<file path="config.mk">
export PLATFORM = sky130hd
export DESIGN_NAME = thrash_sync_fifo
export DESIGN_NICKNAME = d
export VERILOG_FILES = /design/src/rtl/thrash_sync_fifo.sv
export SDC_FILE = /design/constraint.sdc
export NUM_CORES = 1
export LEC_CHECK = 0
export ABC_AREA = 1
export CAP_MARGIN = 20
export CORE_MARGIN = 5
export CORE_UTILIZATION = 48
export CTS_CLUSTER_SIZE = 24
export DETAILED_ROUTE_END_ITERATION = 8
export GPL_TIMING_DRIVEN = 0
export PLACE_DENSITY = 0.7
export SETUP_SLACK_MARGIN = 0.15
export SLEW_MARGIN = 20
export SYNTH_ARGS = -nofsm -noshare
export SYNTH_HDL_FRONTEND = slang
export SYNTH_SLANG_ARGS = --single-unit
</file>
<file path="constraint.sdc">
create_clock -name clock -period 4 [get_ports clock]
set_input_delay 0.6 -clock clock [delete_from_list [all_inputs] [get_ports clock]]
set_output_delay 0.6 -clock clock [all_outputs]
set_load 0.02 [all_outputs]
</file>
<file path="src/rtl/thrash_sync_fifo.sv">
// Parametrised single-clock FIFO with ce stall, occupancy count, almost-flags and sticky errors.
// Define THRASH_FIFO_FWFT_EN for first-word-fall-through reads; default is a registered read.
module thrash_sync_fifo #(
  parameter int WIDTH      = 32,
  parameter int DEPTH_LOG2 = 4,
  parameter int AF_LEVEL   = 12,
  parameter int AE_LEVEL   = 2
) (
  input  logic                  clock,
  input  logic                  reset_n,
  input  logic                  ce,
  input  logic                  clear,
  input  logic                  we,
  input  logic [WIDTH-1:0]      wdata,
  input  logic                  re,
  output logic [WIDTH-1:0]      rdata,
  output logic                  rvalid,
  output logic                  full,
  output logic                  empty,
  output logic                  almost_full,
  output logic                  almost_empty,
  output logic [DEPTH_LOG2:0]   count,
  output logic                  overflow,
  output logic                  underflow
);

  localparam int DEPTH = 1 << DEPTH_LOG2;
  localparam int CW    = DEPTH_LOG2 + 1;

  logic [WIDTH-1:0]      mem [DEPTH];
  logic [DEPTH_LOG2-1:0] wr_ptr;
  logic [DEPTH_LOG2-1:0] rd_ptr;
  logic [CW-1:0]         count_q;
  logic                  overflow_q;
  logic                  underflow_q;
  logic                  wr_acc;
  logic                  rd_acc;
  logic                  advance;

  // Handshake: a write is taken on an edge where ce && !clear && we && !full, a read where
  // ce && !clear && re && !empty; both decisions use only the state before that edge.
  assign advance = ce && !clear;
  assign wr_acc  = advance && we && !full;
  assign rd_acc  = advance && re && !empty;

  assign full         = (count_q == CW'(DEPTH));
  assign empty        = (count_q == '0);
  assign almost_full  = (count_q >= CW'(AF_LEVEL));
  assign almost_empty = (count_q <= CW'(AE_LEVEL));
  assign count        = count_q;
  assign overflow     = overflow_q;
  assign underflow    = underflow_q;

  always_ff @(posedge clock) begin
    if (wr_acc) mem[wr_ptr] <= wdata;
  end

  always_ff @(posedge clock or negedge reset_n) begin
    if (!reset_n) begin
      wr_ptr      <= '0;
      rd_ptr      <= '0;
      count_q     <= '0;
      overflow_q  <= 1'b0;
      underflow_q <= 1'b0;
    end else if (ce) begin
      if (clear) begin
        wr_ptr      <= '0;
        rd_ptr      <= '0;
        count_q     <= '0;
        overflow_q  <= 1'b0;
        underflow_q <= 1'b0;
      end else begin
        if (wr_acc) wr_ptr <= wr_ptr + 1'b1;
        if (rd_acc) rd_ptr <= rd_ptr + 1'b1;
        case ({wr_acc, rd_acc})
          2'b10:   count_q <= count_q + 1'b1;
          2'b01:   count_q <= count_q - 1'b1;
          default: count_q <= count_q;
        endcase
        if (we && full)  overflow_q  <= 1'b1;
        if (re && empty) underflow_q <= 1'b1;
      end
    end
  end

`ifdef THRASH_FIFO_FWFT_EN
  // Head word is presented combinationally; it is valid whenever the FIFO holds data.
  assign rdata  = mem[rd_ptr];
  assign rvalid = !empty;
`else
  logic [WIDTH-1:0] rdata_q;
  logic             rvalid_q;

  always_ff @(posedge clock or negedge reset_n) begin
    if (!reset_n) begin
      rdata_q  <= '0;
      rvalid_q <= 1'b0;
    end else if (ce) begin
      if (clear) begin
        rvalid_q <= 1'b0;
      end else begin
        rvalid_q <= rd_acc;
        if (rd_acc) rdata_q <= mem[rd_ptr];
      end
    end
  end

  assign rdata  = rdata_q;
  assign rvalid = rvalid_q;
`endif

endmodule
</file>
==> reports/qor_table.md <==
| Group | Parameter | This run |
| --- | --- | --- |
| yosys | Top-area cell type share of the netlist area | 0.696 |
| worst hold path | Start point of the worst hold path | ce |
| yosys | Count of different cell masters after synthesis | 31 |
| timing | Hold Worst Slack | 0.253 ns |
| power and ir drop | Int Pwr | 10.9 mW |
| critical path | Capture point of the worst reg-to-reg path | mem[1][6]$_DFFE_PP_ |
| worst hold path | Worst Hold Path Cells | 2 |
| power and ir drop | Power share of the combinational group | 0.262 |
| clocking | Cts bufs inserted | 53 |
| power and ir drop | Clock power share | 0.311 |
| run status | Run status | complete, no violations |
| place | Worst slack at placement | 0.842 ns |
| timing | Endpoints failing hold | 0 |
| finish | Final std cell area, no fill | 25900 um^2 |
| grt | Number of antenna violations at the first check in global routing | 0 |
| die | Placeable core area | 45500 um^2 |
| power and ir drop | Ratio of total power to cell area | 612 nW/um^2 |
| critical path | Required time at the endpoint of the critical path | 3.40 ns |
| timing | Final setup vio count | 0 |
| yosys | Sequential cell area fraction in the yosys report | 0.751 |
| timing | Final sum of negative setup slack | 0 ns |
| worst hold path | Worst min-delay path category | input pin to flip-flop |
| timing | Clock tree skew after final layout | 0.0108 ns |
| power and ir drop | Net switching share of the total power | 0.313 |
| die | Ports | 82 |
| worst hold path | WHS Endpoint | rvalid$_DFFE_PN0P_ |
| grt | Number of global-route vias before repair | 13800 |
| power and ir drop | Switching Power | 4.97 mW |
| clocking | Clock slew at reported path FFs | 0.07 ns |
| power and ir drop | Worst VDD drop | 0.000324 V |
| critical path | Kind of capture point of the worst setup path | primary output |
| clocking | Resized cells post-CTS | 0 |
| flow run | Max-capacitance violation count | 0 |
| power and ir drop | Leakage power | 9.01 nW |
| critical path | Worst r2r src | count[2]$_DFFE_PN0P_ |
| die | Height of the chip | 224 um |
| grt | Grt total ovfl | 0 |
| grt | Global Route Usage Sum | 0.213 |
| routing | Residual antenna-violating net count after detailed routing | 0 |
| yosys | Post-synthesis instance area | 22100 um^2 |
| routing | Routed wire length per instance | 22.3 um |
| timing | Final critical path time including I/O delays and setup | 2.76 ns |
| finish | Layout Nets | 1857 |
| timing | Maximum achievable frequency | 0.362 GHz |
| critical path | Worst r2r path cells | 7 |
| routing | Avg Vias per Cell | 5.65 |
| critical path | Critical Path Start Type | flip-flop |
| die | Floorplan row count | 78 |
| power and ir drop | Power Total | 15.9 mW |
| routing | Total wirelength of the detailed-routed design | 54800 um |
| clocking | Clock Tree Buf Depth | 3 |
| clocking | Number of H-tree levels | 2 |
| yosys | Cells taking the most area after synthesis | edfxtp_1 (70%), nand2_1 (5.5%), dfrtp_1 (5.4%) |
| place | Placed Area | 24200 um^2 |
| finish | # fillers | 3547 |
| routing | Detailed Routing Iterations Pass 1 | 5 |
| die | Die Outline Area | 50400 um^2 |
| timing | Worst relative slew slack | 0.406 |
| timing | Pins Over Slew Limit | 0 |
| critical path | Crit Path Class | flip-flop to primary output |
| critical path | Flop-to-flop setup slack | 1.49 ns |
| critical path | Largest driver fanout on the critical path | 6 |
| finish | Multi-input combinational cell area | 4980 um^2 |
| routing | Initial DRC count | 1463 |
| yosys | Mean area per synthesized cell | 13.3 um^2 |
| timing | Slew @ Worst Pin | 0.884 ns |
| timing | Setup repair after global routing missed its margin | false |
| clocking | Master cell of the clock root buffer | clkbuf_16 |
| finish | Fraction of layout cells with a size suffix above 1 | 0.0938 |
| die | Starting utilization of the core area | 0.485 |
| clocking | Buffers inserted by post-CTS timing repair | 0 |
| die | Die width | 224 um |
| finish | Area Overhead vs Synth | 17.4% |
| yosys | Yosys warns | 0 |
| grt | Wire length of the first global-routing pass | 82300 um |
| clocking | Hold-fix buffers, CTS | 1 |
| clocking | Latest clock arrival within the worst-skew pair | 0.60 ns |
| timing | Share of the clock period used by the worst path after layout | 0.690 |
| place | Count of port buffers added during placement | 80 |
| critical path | Endpoint arrival time on the critical path | 2.16 ns |
| routing | Total via count in the routed design | 13900 |
| routing | # DRC | 0 |
| power and ir drop | Share of power burned in registers | 0.427 |
| place | Routability Congestion | 0.844 |
| yosys | Flop and latch count out of synthesis | 560 |
| yosys | Cells after Synth | 1659 |
| clocking | TritonCTS clock tree | built |
| yosys | Post-synth top area cell | edfxtp_1 |
| clocking | # clock sinks | 560 |
| finish | # diodes | 0 |
| yosys | Post-synthesis net count | 1704 |
| timing | Final worst setup slack | 1.24 ns |
| finish | Sequential cell area in the final layout | 16600 um^2 |
| place | Half-perimeter wire length after detailed placement | 36900 um |
| grt | Largest net degree at the start of global routing | 32 |
kinds of logic after synthesis:
| group | after synthesis | synth area share |
|---|---|---|
| flops | 560 | 0.751 |
| simple gates | 493 | 0.0861 |
| buf+inv | 126 | 0.0290 |
| xor+xnor | 4 | 0.00159 |
| fa+ha+maj | 7 | 0.00397 |
| mux | 64 | 0.0290 |
| compound gates | 405 | 0.0995 |
placed cells by master (no fill, tap or decap), types with 48 or more instances in the layout:
cell type,n
o21ai_0,162
a21oi_1,99
edfxtp_1,512
clkbuf_16,55
mux2i_1,64
clkdlybuf4s50_1,79
o22ai_1,67
nand2_1,323
dfrtp_1,48
clkbuf_1,60
nor2_1,133
sequential cells by signal (all words and copies together) (netlist names):
register	flops
rd_ptr	4
rdata	32
count	5
underflow	1
wr_ptr	4
mem	512
rvalid	1
overflow	1
synthesized netlist by cell type:
master and instances:
inv_4 1, nor3_1 1, a21boi_0 1, dfrtp_1 48, buf_4 6, nand2_1 323
buf_1 2, inv_1 23, nand4_1 3, o21ai_0 162, buf_2 29, nand3_1 7
nor2_1 149, clkinv_1 1, clkbuf_1 47, edfxtp_1 512, a31oi_1 2, xor2_1 2
nor2_2 5, nand2_2 3, o211ai_1 32, nand3_2 1, o22ai_1 67, ha_1 7
mux2i_1 64, inv_2 3, xnor2_1 2, o21ai_1 42, a21oi_1 99, nand2_4 1
buf_6 14
metal layers:
| layer | GRT usage | vias to the layer above | wire (um) |
|---|---|---|---|
| li1 | - | 6345 | - |
| met1 | 0.292 | 6874 | 22500 |
| met2 | 0.353 | 553 | 26600 |
| met3 | 0.0347 | 100 | 4150 |
| met4 | 0.0733 | 0 | 1550 |
| met5 | 0 | - | 0 |
worst max path at each step:
| stage | cells past startpoint | startpoint | slack [ns] | to |
|---|---|---|---|---|
| 4_1_cts | 4 | count[0]$_DFFE_PN0P_ | 1.22 | full |
| 2_1_floorplan | 7 | ce | 0.98 | mem[0][0]$_DFFE_PP_ |
| 3_3_place_gp | 8 | clear | -1.04 | mem[13][20]$_DFFE_PP_ |
| 6_report | 4 | count[0]$_DFFE_PN0P_ | 1.24 | full |
| 5_1_grt | 4 | count[0]$_DFFE_PN0P_ | 1.16 | full |
| 3_5_place_dp | 9 | clear | 0.84 | mem[13][20]$_DFFE_PP_ |
per-stage QoR:
step                       util  instances
after floorplan               -       1659
after global placement    0.520       2339
after detailed placement  0.532       2356
after CTS                 0.570       2456
after global routing      0.570       2456
final                     0.570       2456
critical path, cell delays in order (launching register included):
cell and delay [ns]:
dfrtp_1 0.45, nor2_2 0.19, nand3_1 0.18, inv_1 0.13, clkdlybuf4s50_1 0.61
final cells by class:
type                            count  area share
Buffer                             98      0.0205
Tap cell                          600      0.0290
Clock buffer                       78      0.0603
Sequential cell                   560       0.640
Timing Repair Buffer               98      0.0482
Multi-Input combinational cell    973       0.192
Clock inverter                     21     0.00594
Inverter                           28     0.00415
power by group through the flow:
stage | Sequential [mW] | Combinational [mW] | Clock [mW]
2_1_floorplan | 7.06 | 2.32 | 0
3_3_place_gp | 6.89 | 4.02 | 0
3_5_place_dp | 6.89 | 4.13 | 0
4_1_cts | 6.77 | 4.15 | 4.98
5_1_grt | 6.79 | 4.50 | 5.22
6_report | 6.77 | 4.15 | 4.93
Power figures use the tool's default switching activity.
